### src/rtl/pin_entry_pkg.sv
// pin_entry_pkg: shared constants, FSM state type and digit helper for pin_entry_ctrl.
//   NUM_DIGITS   - number of BCD digits in the entry word
//   DIGIT_MAX    - largest value a digit may hold
//   BTN_*        - indices of the buttons in the internal button vectors
//   pin_state_e  - entry FSM states
package pin_entry_pkg;

    localparam int unsigned NUM_DIGITS = 4;
    localparam logic [3:0]  DIGIT_MAX  = 4'd9;

    localparam int unsigned BTN_UP    = 0;
    localparam int unsigned BTN_NEXT  = 1;
    localparam int unsigned BTN_ENTER = 2;
    localparam int unsigned BTN_CLEAR = 3;

    typedef enum logic [1:0] {
        StIdle = 2'd0,
        StEdit = 2'd1,
        StDone = 2'd2
    } pin_state_e;

    // BCD increment, 9 wraps to 0.
    function automatic logic [3:0] digit_inc(input logic [3:0] d);
        return (d >= DIGIT_MAX) ? 4'd0 : d + 4'd1;
    endfunction

endpackage

### src/rtl/btn_debounce.sv
// btn_debounce: debounces one raw push-button.
//   clk     - system clock
//   clr_n   - asynchronous active-low reset
//   btn_i   - raw button level
//   level_o - debounced level
//   press_o - one-cycle pulse on the rising edge of the debounced level
// The level follows the raw input only after the raw input has differed from it for
// DEBOUNCE_CYCLES consecutive cycles; any return to the current level restarts the count.
module btn_debounce #(
    parameter int unsigned DEBOUNCE_CYCLES = 1_000_000
) (
    input  logic clk,
    input  logic clr_n,
    input  logic btn_i,
    output logic level_o,
    output logic press_o
);

    localparam int unsigned CntW = (DEBOUNCE_CYCLES > 1) ? $clog2(DEBOUNCE_CYCLES) : 1;
    localparam logic [CntW-1:0] CntMax = CntW'(DEBOUNCE_CYCLES - 1);

    logic [CntW-1:0] cnt_q, cnt_d;
    logic            level_q, level_d;
    logic            press_q, press_d;

    always_comb begin
        cnt_d   = '0;
        level_d = level_q;
        press_d = 1'b0;
        if (btn_i != level_q) begin
            if (cnt_q == CntMax) begin
                level_d = btn_i;
                press_d = btn_i;
            end else begin
                cnt_d = cnt_q + 1'b1;
            end
        end
    end

    always_ff @(posedge clk or negedge clr_n) begin
        if (!clr_n) begin
            cnt_q   <= '0;
            level_q <= 1'b0;
            press_q <= 1'b0;
        end else begin
            cnt_q   <= cnt_d;
            level_q <= level_d;
            press_q <= press_d;
        end
    end

    assign level_o = level_q;
    assign press_o = press_q;

endmodule

### src/rtl/pin_entry_ctrl.sv
// pin_entry_ctrl: four-button BCD PIN entry front end.
//   clk, clr_n                       - clock, asynchronous active-low reset
//   btn_up/btn_next/btn_enter/btn_clear - raw push-buttons
//   pin       - four registered BCD digits, digit 3 in [15:12]
//   pin_valid - one-cycle pulse when an entry is committed
//   cursor    - index of the digit being edited
//   editing   - high while in the edit state
//   timeout   - one-cycle pulse when an edit is abandoned for inactivity
// Optional feature: define PIN_ENTRY_TIMEOUT_EN to build the inactivity timeout.
module pin_entry_ctrl
    import pin_entry_pkg::*;
#(
    parameter int unsigned DEBOUNCE_CYCLES = 1_000_000,
    parameter int unsigned TIMEOUT_CYCLES  = 1_000_000_000
) (
    input  logic        clk,
    input  logic        clr_n,
    input  logic        btn_up,
    input  logic        btn_next,
    input  logic        btn_enter,
    input  logic        btn_clear,
    output logic [15:0] pin,
    output logic        pin_valid,
    output logic [1:0]  cursor,
    output logic        editing,
    output logic        timeout
);

    logic [3:0] raw_btn, btn_level, btn_press;

    assign raw_btn[BTN_UP]    = btn_up;
    assign raw_btn[BTN_NEXT]  = btn_next;
    assign raw_btn[BTN_ENTER] = btn_enter;
    assign raw_btn[BTN_CLEAR] = btn_clear;

    for (genvar i = 0; i < 4; i++) begin : g_btn
        btn_debounce #(
            .DEBOUNCE_CYCLES(DEBOUNCE_CYCLES)
        ) u_debounce (
            .clk    (clk),
            .clr_n  (clr_n),
            .btn_i  (raw_btn[i]),
            .level_o(btn_level[i]),
            .press_o(btn_press[i])
        );
    end

    // Debounced levels are not needed here; only the press pulses drive the FSM.
    logic unused_btn_level;
    assign unused_btn_level = ^btn_level;

    // Single winning press: clear > enter > next > up.
    logic p_clear, p_enter, p_next, p_up;
    assign p_clear = btn_press[BTN_CLEAR];
    assign p_enter = btn_press[BTN_ENTER] & ~p_clear;
    assign p_next  = btn_press[BTN_NEXT] & ~p_clear & ~btn_press[BTN_ENTER];
    assign p_up    = btn_press[BTN_UP] & ~(|btn_press[BTN_CLEAR:BTN_NEXT]);

    pin_state_e                       state_q, state_d;
    logic [NUM_DIGITS-1:0][3:0]       dig_q, dig_d;
    logic [1:0]                       cursor_q, cursor_d;
    logic                             valid_q, valid_d;
    logic                             timeout_q, timeout_d;
    logic                             to_expire;

`ifdef PIN_ENTRY_TIMEOUT_EN
    localparam int unsigned ToW = (TIMEOUT_CYCLES > 1) ? $clog2(TIMEOUT_CYCLES) : 1;
    localparam logic [ToW-1:0] ToMax = ToW'(TIMEOUT_CYCLES - 1);

    logic [ToW-1:0] to_cnt_q, to_cnt_d;

    // Any press restarts the idle count, so a same-cycle press always beats expiry.
    always_comb begin
        to_cnt_d  = '0;
        to_expire = 1'b0;
        if (!(|btn_press) && (state_q == StEdit)) begin
            if (to_cnt_q == ToMax) begin
                to_expire = 1'b1;
            end else begin
                to_cnt_d = to_cnt_q + 1'b1;
            end
        end
    end

    always_ff @(posedge clk or negedge clr_n) begin
        if (!clr_n) begin
            to_cnt_q <= '0;
        end else begin
            to_cnt_q <= to_cnt_d;
        end
    end
`else
    localparam int unsigned unused_timeout_cycles = TIMEOUT_CYCLES;
    assign to_expire = 1'b0;
`endif

    always_comb begin
        state_d   = state_q;
        dig_d     = dig_q;
        cursor_d  = cursor_q;
        valid_d   = 1'b0;
        timeout_d = 1'b0;
        unique case (state_q)
            StIdle: begin
                if (p_up) begin
                    dig_d[cursor_q] = digit_inc(dig_q[cursor_q]);
                    state_d         = StEdit;
                end else if (p_next) begin
                    cursor_d = cursor_q - 2'd1;
                    state_d  = StEdit;
                end
            end
            StEdit: begin
                if (p_clear) begin
                    dig_d    = '0;
                    cursor_d = 2'd3;
                    state_d  = StIdle;
                end else if (p_enter) begin
                    valid_d = 1'b1;
                    state_d = StDone;
                end else if (p_next) begin
                    cursor_d = cursor_q - 2'd1;
                end else if (p_up) begin
                    dig_d[cursor_q] = digit_inc(dig_q[cursor_q]);
                end
            end
            StDone: begin
                if (p_clear) begin
                    dig_d    = '0;
                    cursor_d = 2'd3;
                    state_d  = StIdle;
                end else if (p_enter) begin
                    valid_d = 1'b1;
                end else if (p_next || p_up) begin
                    // The press only reopens editing; it is not applied to the digits.
                    dig_d    = '0;
                    cursor_d = 2'd3;
                    state_d  = StEdit;
                end
            end
            default: state_d = StIdle;
        endcase
        if (to_expire) begin
            dig_d     = '0;
            cursor_d  = 2'd3;
            state_d   = StIdle;
            timeout_d = 1'b1;
        end
    end

    always_ff @(posedge clk or negedge clr_n) begin
        if (!clr_n) begin
            state_q   <= StIdle;
            dig_q     <= '0;
            cursor_q  <= 2'd3;
            valid_q   <= 1'b0;
            timeout_q <= 1'b0;
        end else begin
            state_q   <= state_d;
            dig_q     <= dig_d;
            cursor_q  <= cursor_d;
            valid_q   <= valid_d;
            timeout_q <= timeout_d;
        end
    end

    assign pin       = dig_q;
    assign pin_valid = valid_q;
    assign cursor    = cursor_q;
    assign editing   = (state_q == StEdit);
    assign timeout   = timeout_q;

endmodule

### config.mk
export PLATFORM = sky130hd
export DESIGN_NAME = pin_entry_ctrl
export DESIGN_NICKNAME = d
export VERILOG_FILES = /design/src/rtl/pin_entry_pkg.sv /design/src/rtl/btn_debounce.sv /design/src/rtl/pin_entry_ctrl.sv
export SDC_FILE = /design/constraint.sdc
export NUM_CORES = 1
export LEC_CHECK = 0
export CORE_ASPECT_RATIO = 0.5
export CORE_MARGIN = 4
export CORE_UTILIZATION = 25
export DETAILED_ROUTE_END_ITERATION = 16
export PLACE_DENSITY = 0.37
export SLEW_MARGIN = 20
export SYNTH_ARGS = -nofsm -noshare
export SYNTH_HDL_FRONTEND = slang
export SYNTH_SLANG_ARGS = --single-unit
### constraint.sdc
create_clock -name clk -period 3.6 [get_ports clk]
set_input_delay 0.36 -clock clk [delete_from_list [all_inputs] [get_ports clk]]
set_output_delay 0.36 -clock clk [all_outputs]
set_load 0.01 [all_outputs]
Yosys cells after proc, flatten, opt, wreduce, memory -nomap -nowiden
Cells that the tools add are included.
- add/sub/neg operators: 6
- order comparisons: 3
- equal/unequal tests: 17
- muxes and demuxes: 49
- bitwise gates (word level): 7
- reductions and logical operators: 13
- operators with widths (cell ; number):
    $mux W20 ; 8
    $mux W16 ; 7
    $add A20 B1 Y20 const B ; 4
    $eq A20 B20 Y1 const B ; 4
    $pmux W16 S3 ; 1
    $mux W2 ; 14
    $bwmux W16 ; 1
    $mux W4 ; 3
    $ne A3 B2 Y1 const B ; 4
    $pmux W2 S3 ; 2
    $mux W1 ; 11
    $reduce_and A5 Y1 ; 2
    $bmux W4 S2 ; 1
    $demux W4 S2 ; 1
    $reduce_and A2 Y1 ; 4
    $add A4 B1 Y4 const B ; 1
    $and A1 B1 Y1 ; 4
    $ge A4 B4 Y1 const B ; 1
    $ne A1 B1 Y1 ; 4
    $reduce_and A4 Y1 ; 1
    $lt A2 B3 Y1 const B ; 1
    $ne A3 B1 Y1 const B ; 1
    $ne A3 B3 Y1 const B ; 1
    $not A1 Y1 ; 3
    other kinds (11) ; 11
- flip-flop bits (word level): 109
- input port bits: 6
- output and inout bits: 21

Logic depth before layout (Yosys ltp)
- word-level depth: 10
- depth in mapped cells: 8
- gate-level depth less buffers: 7

Cells and area by module
From an unflattened synthesis, not the netlist that was laid out.
- cells, all modules: 586
- area total of the unflattened synthesis: 6104.6 µm²
- by module, submodules not included (module ; times used ; cells each ; area each (µm²) ; seq. area each (µm²)):
    btn_debounce ; 4 ; 105 ; 1134.8 ; 550.5
    pin_entry_ctrl ; 1 ; 166 ; 1565.3 ; 528.0

Worst setup path before layout
No wires, ideal clock.
- kind: reg-to-reg
- from: register cursor_q[0], in the netlist cursor[0]
- to: register dig_q, in the netlist pin[12]
- arrival time: 2.423 ns
- required time: 3.522 ns
- slack: 1.099 ns
- cell stages (with the launch flop): 9
- path through: dfstp_2 clkbuf_1 mux4_2 inv_1 ha_1 nand2b_1 o21ai_1 nand3_1 a21oi_1
- word-level cells in the longest chain between the ends: 10
- elaborated cells on any way between the ends: 16
- classes of those cells: add/sub (1); order compare (3); mux (11); reduce/logical (1)
- RTL lines (element ; line ; source):
    start, declared ; pin_entry_ctrl.sv:61 ; logic [1:0] cursor_q, cursor_d;
    start signal, assigned ; pin_entry_ctrl.sv:161 ; cursor_q <= cursor_d;
    $bmux W4 S2, or another cell as far along ; pin_entry_ctrl.sv:106, pin_entry_ctrl.sv:124 ;
    $mux W4 (implied by the code) or $logic_and A1 B1 Y1 (tied branches) ; pin_entry_ctrl.sv:106, pin_entry_ctrl.sv:124 ;
    $add A4 B1 Y4, or another cell as far along ; pin_entry_pkg.sv:24 ; return (d >= DIGIT_MAX) ? 4'd0 : d + 4'd1;
    $mux W4 or $demux W4 S2 (tied branches) ; pin_entry_pkg.sv:24, pin_entry_ctrl.sv:106, pin_entry_ctrl.sv:124 ;
    $bwmux W16 * ; pin_entry_ctrl.sv:106, pin_entry_ctrl.sv:124 ;
    $mux W16 * ; pin_entry_ctrl.sv:105, pin_entry_ctrl.sv:123 ;
    $mux W16 ; pin_entry_ctrl.sv:121 ; end else if (p_next) begin
    $mux W16 ; pin_entry_ctrl.sv:118 ; end else if (p_enter) begin
    $mux W16 ; pin_entry_ctrl.sv:114 ; if (p_clear) begin
    $pmux W16 S3 * ; pin_entry_ctrl.sv:103 ; unique case (state_q)
    end signal, assigned ; pin_entry_ctrl.sv:160 ; dig_q <= dig_d;
    end, declared ; pin_entry_ctrl.sv:60 ; logic [NUM_DIGITS-1:0][3:0] dig_q, dig_d;
Every way passes the cells marked *; elsewhere a longest branch is shown, timed or not. The select of a mux whose other input is x is not followed.
A chain may end at the register's enable or synchronous reset.

Worst setup path after layout
- from: register cursor_q[0], in the netlist cursor[0]
- to: register dig_q, in the netlist pin[1]
Same word-level chain as after synthesis.

==> results.md <==
* Global-route wire length before repair at 24,000 um
* Gate Count Post-Synth at 608
* Top-count cell post-synth: dfrtp_1
* Share of cells above drive strength 1 at 0.0773
* CTS resizes at 0
* Final count of negative-setup-slack endpoints at 0
* Yosys warning total at 0
* Synth area leaders: dfrtp_1 (46%), xnor2_1 (5.8%), nor2_1 (4.3%)
* Area Overhead vs Synth at 15.4%
* Synth top cells by count: dfrtp_1 (107), nor2_1 (67), a21oi_1 (42), nand2_1 (41), xnor2_1 (39)
* Max Fclk at 380 MHz
* Synth area leader: dfrtp_1
* Design Power at 0.00265 W
* Total GRT Usage at 0.113
* H-tree Lvls at 3
* Share of the synthesized area in the top cell type at 0.456
* Total grt overflow at 0
* EDFF count, synth at 0
* Max Cap Viol at 0
* Yosys reg bits at 109
* Syn nets at 630
* Post-CTS Setup Bufs at 0
* Initial antenna violation count at 0
* Sink Count at 109
* Number of library cell types mapped by synthesis at 62
* # rows at 39
* DR vias/cell at 4.85
* Async SR Flop Fraction at 1.00
* Final GP Congestion at 0.764
* Setup_tns at 0 ns
* DR WL/cell at 14.9 um
* Status: complete, no violations
* CTS root buf: clkbuf_16
* Place WS at 1.01 ns
* DR vias at 4,560
* Nets@finish at 651
* CTS tree: done
* Mapped cell area at 5870 um^2
* PortBufs at 25
* FF-to-FF Start: cursor[0]
* WP data required at 3.88 ns
* IR drop worst, VDD at 0.211 mV
* Max-Slew Margin vs Limit at 0.416
* Syn Area/Cell at 9.65 um^2
* CTS Buffer Depth at 2
* Leak at 2.50 nW
* CTS clock-pin slew for the worst setup and hold paths at 0.08 ns
* Most common flop cell mapped by yosys: dfrtp_1
* Final Cycle Share at 0.732
* Worst Setup Start Kind: flop
* Die area at 26,100 um^2
* I/O pins at 27
* Final hold violation count at 0
* Router iterations before antenna repair at 4
* Crit path DAT at 2.91 ns
* Diodes inserted at 0
* Residual DRC at 0
* Die width at 225 um
* Final antenna-violating net count at 0
* Critical path class: reg -> reg
* Critical path capture point type: flop
* Skew-Pair Late Insertion Delay at 0.36 ns
* RSZ-0062 raised after global routing: false
* Hold WC Path Type: in -> async
* Register area share after synthesis at 0.465
* Final setup margin at 0.966 ns
* Initial core utilization at 0.256
* Largest net degree at the start of global routing at 84
* DRT iter0 DRCs at 222
* Worst setup path startpoint: cursor[0]
* Die height at 116 um
* Post-DP HPWL at 9790 um
* WL final at 14,000 um
* Final Max Tran Viols at 0
* Number of global-route vias before repair at 4,483
* Tmin final at 2.63 ns
* Skew final at 0.00923 ns
* Power Dens Cells at 392 nW/um^2
* Worst Tran Pin Value at 0.873 ns
* CTS Hold Buffers Added at 1
* CP max FO at 10
* Core box area at 22,900 um^2
* Total CTS buffers at 9
[power breakdown]
part           switching (W)  internal [W]  leakage, nW
combinational       0.000186     0.0000979        0.862
clock               0.000469      0.000610        0.145
sequential         0.0000375       0.00126         1.49
[cell families (layout without fill, tap and decap cells)]
family	count (synthesis)	in the layout	share of synthesized area
other cells	1	1	0.000639
simple gates	275	275	0.253
buf+inv	47	73	0.0335
mux	13	13	0.0322
fa+ha+maj	16	16	0.0341
xor+xnor	51	51	0.0761
flops	109	109	0.465
compound gates	96	96	0.105
[registers in the layout, summed over array words and instances, names as in the netlist]
name,cells
g_btn.u_debounce.press_o,4
pin,16
cursor,2
g_btn.u_debounce.level_o,4
state_q,2
pin_valid,1
g_btn.u_debounce.cnt_q,80
[final timing paths]
| kind | slack (ns) | end | cells past startpoint |
|---|---|---|---|
| hold / removal | 0.46 | g_btn[3].u_debounce.cnt_q[0] | 2 |
| max in group asynchronous | 2.34 | g_btn[3].u_debounce.cnt_q[15] | 3 |
| min in group clk | 0.47 | g_btn[0].u_debounce.press_o | 1 |
| hold reg to reg | 0.47 | g_btn[0].u_debounce.press_o | 1 |
| setup / recovery | 0.97 | pin[1] | 7 |
| setup reg to reg | 0.97 | pin[1] | 7 |
[stage by stage]
stage	cell area (um^2)	util	std cells	hold WS (ns)
6_report	6780	0.295	941	0.461
5_1_grt	6780	0.295	941	0.498
4_1_cts	6780	0.295	941	0.466
3_5_place_dp	6450	0.281	924	0.319
3_3_place_gp	6450	0.281	924	0.320
2_1_floorplan	5870	-	608	0.0644
[routing by layer]
layer | part of all wire | up-vias | track usage
li1 | - | 2247 | -
met1 | 0.51 | 2257 | 0.157
met2 | 0.45 | 48 | 0.182
met3 | 0.027 | 8 | 0.0271
met4 | 0.010 | 0 | 0.0269
met5 | 0 | - | 0
[placed cells by master (no fill, tap or decap), types with 7 or more instances in the layout]
cell type and n:
nor4_1 26, xor2_1 12, nand3_1 38, dfrtp_1 107
xnor2_1 39, o21ai_0 13, o31ai_1 11, or3_1 21
a21oi_1 42, nor2_1 67, ha_1 16, clkdlybuf4s50_1 24
inv_1 27, nor3_1 13, or4_1 14, mux2_2 7
nand2_1 41, clkbuf_16 9, nand4_1 12
[critical path, cell delays in order (launching register included)]
cell and delay, ns:
dfstp_2 0.69, mux4_2 0.59, inv_1 0.17, ha_1 0.18, nand2b_1 0.11, o21ai_1 0.49
nand3_1 0.16, a21oi_1 0.16
[area by class of cell]
type / instances / area (um^2)
fillers: 2416 / 16200
multi-input cells: 452 / 2940
repair buffers: 30 / 300
inverters: 27 / 101
clock buffers: 10 / 229
flip-flops and latches: 109 / 2730
clock inverters: 6 / 87.6
well taps: 307 / 384
(Power assumes the default switching activity.)
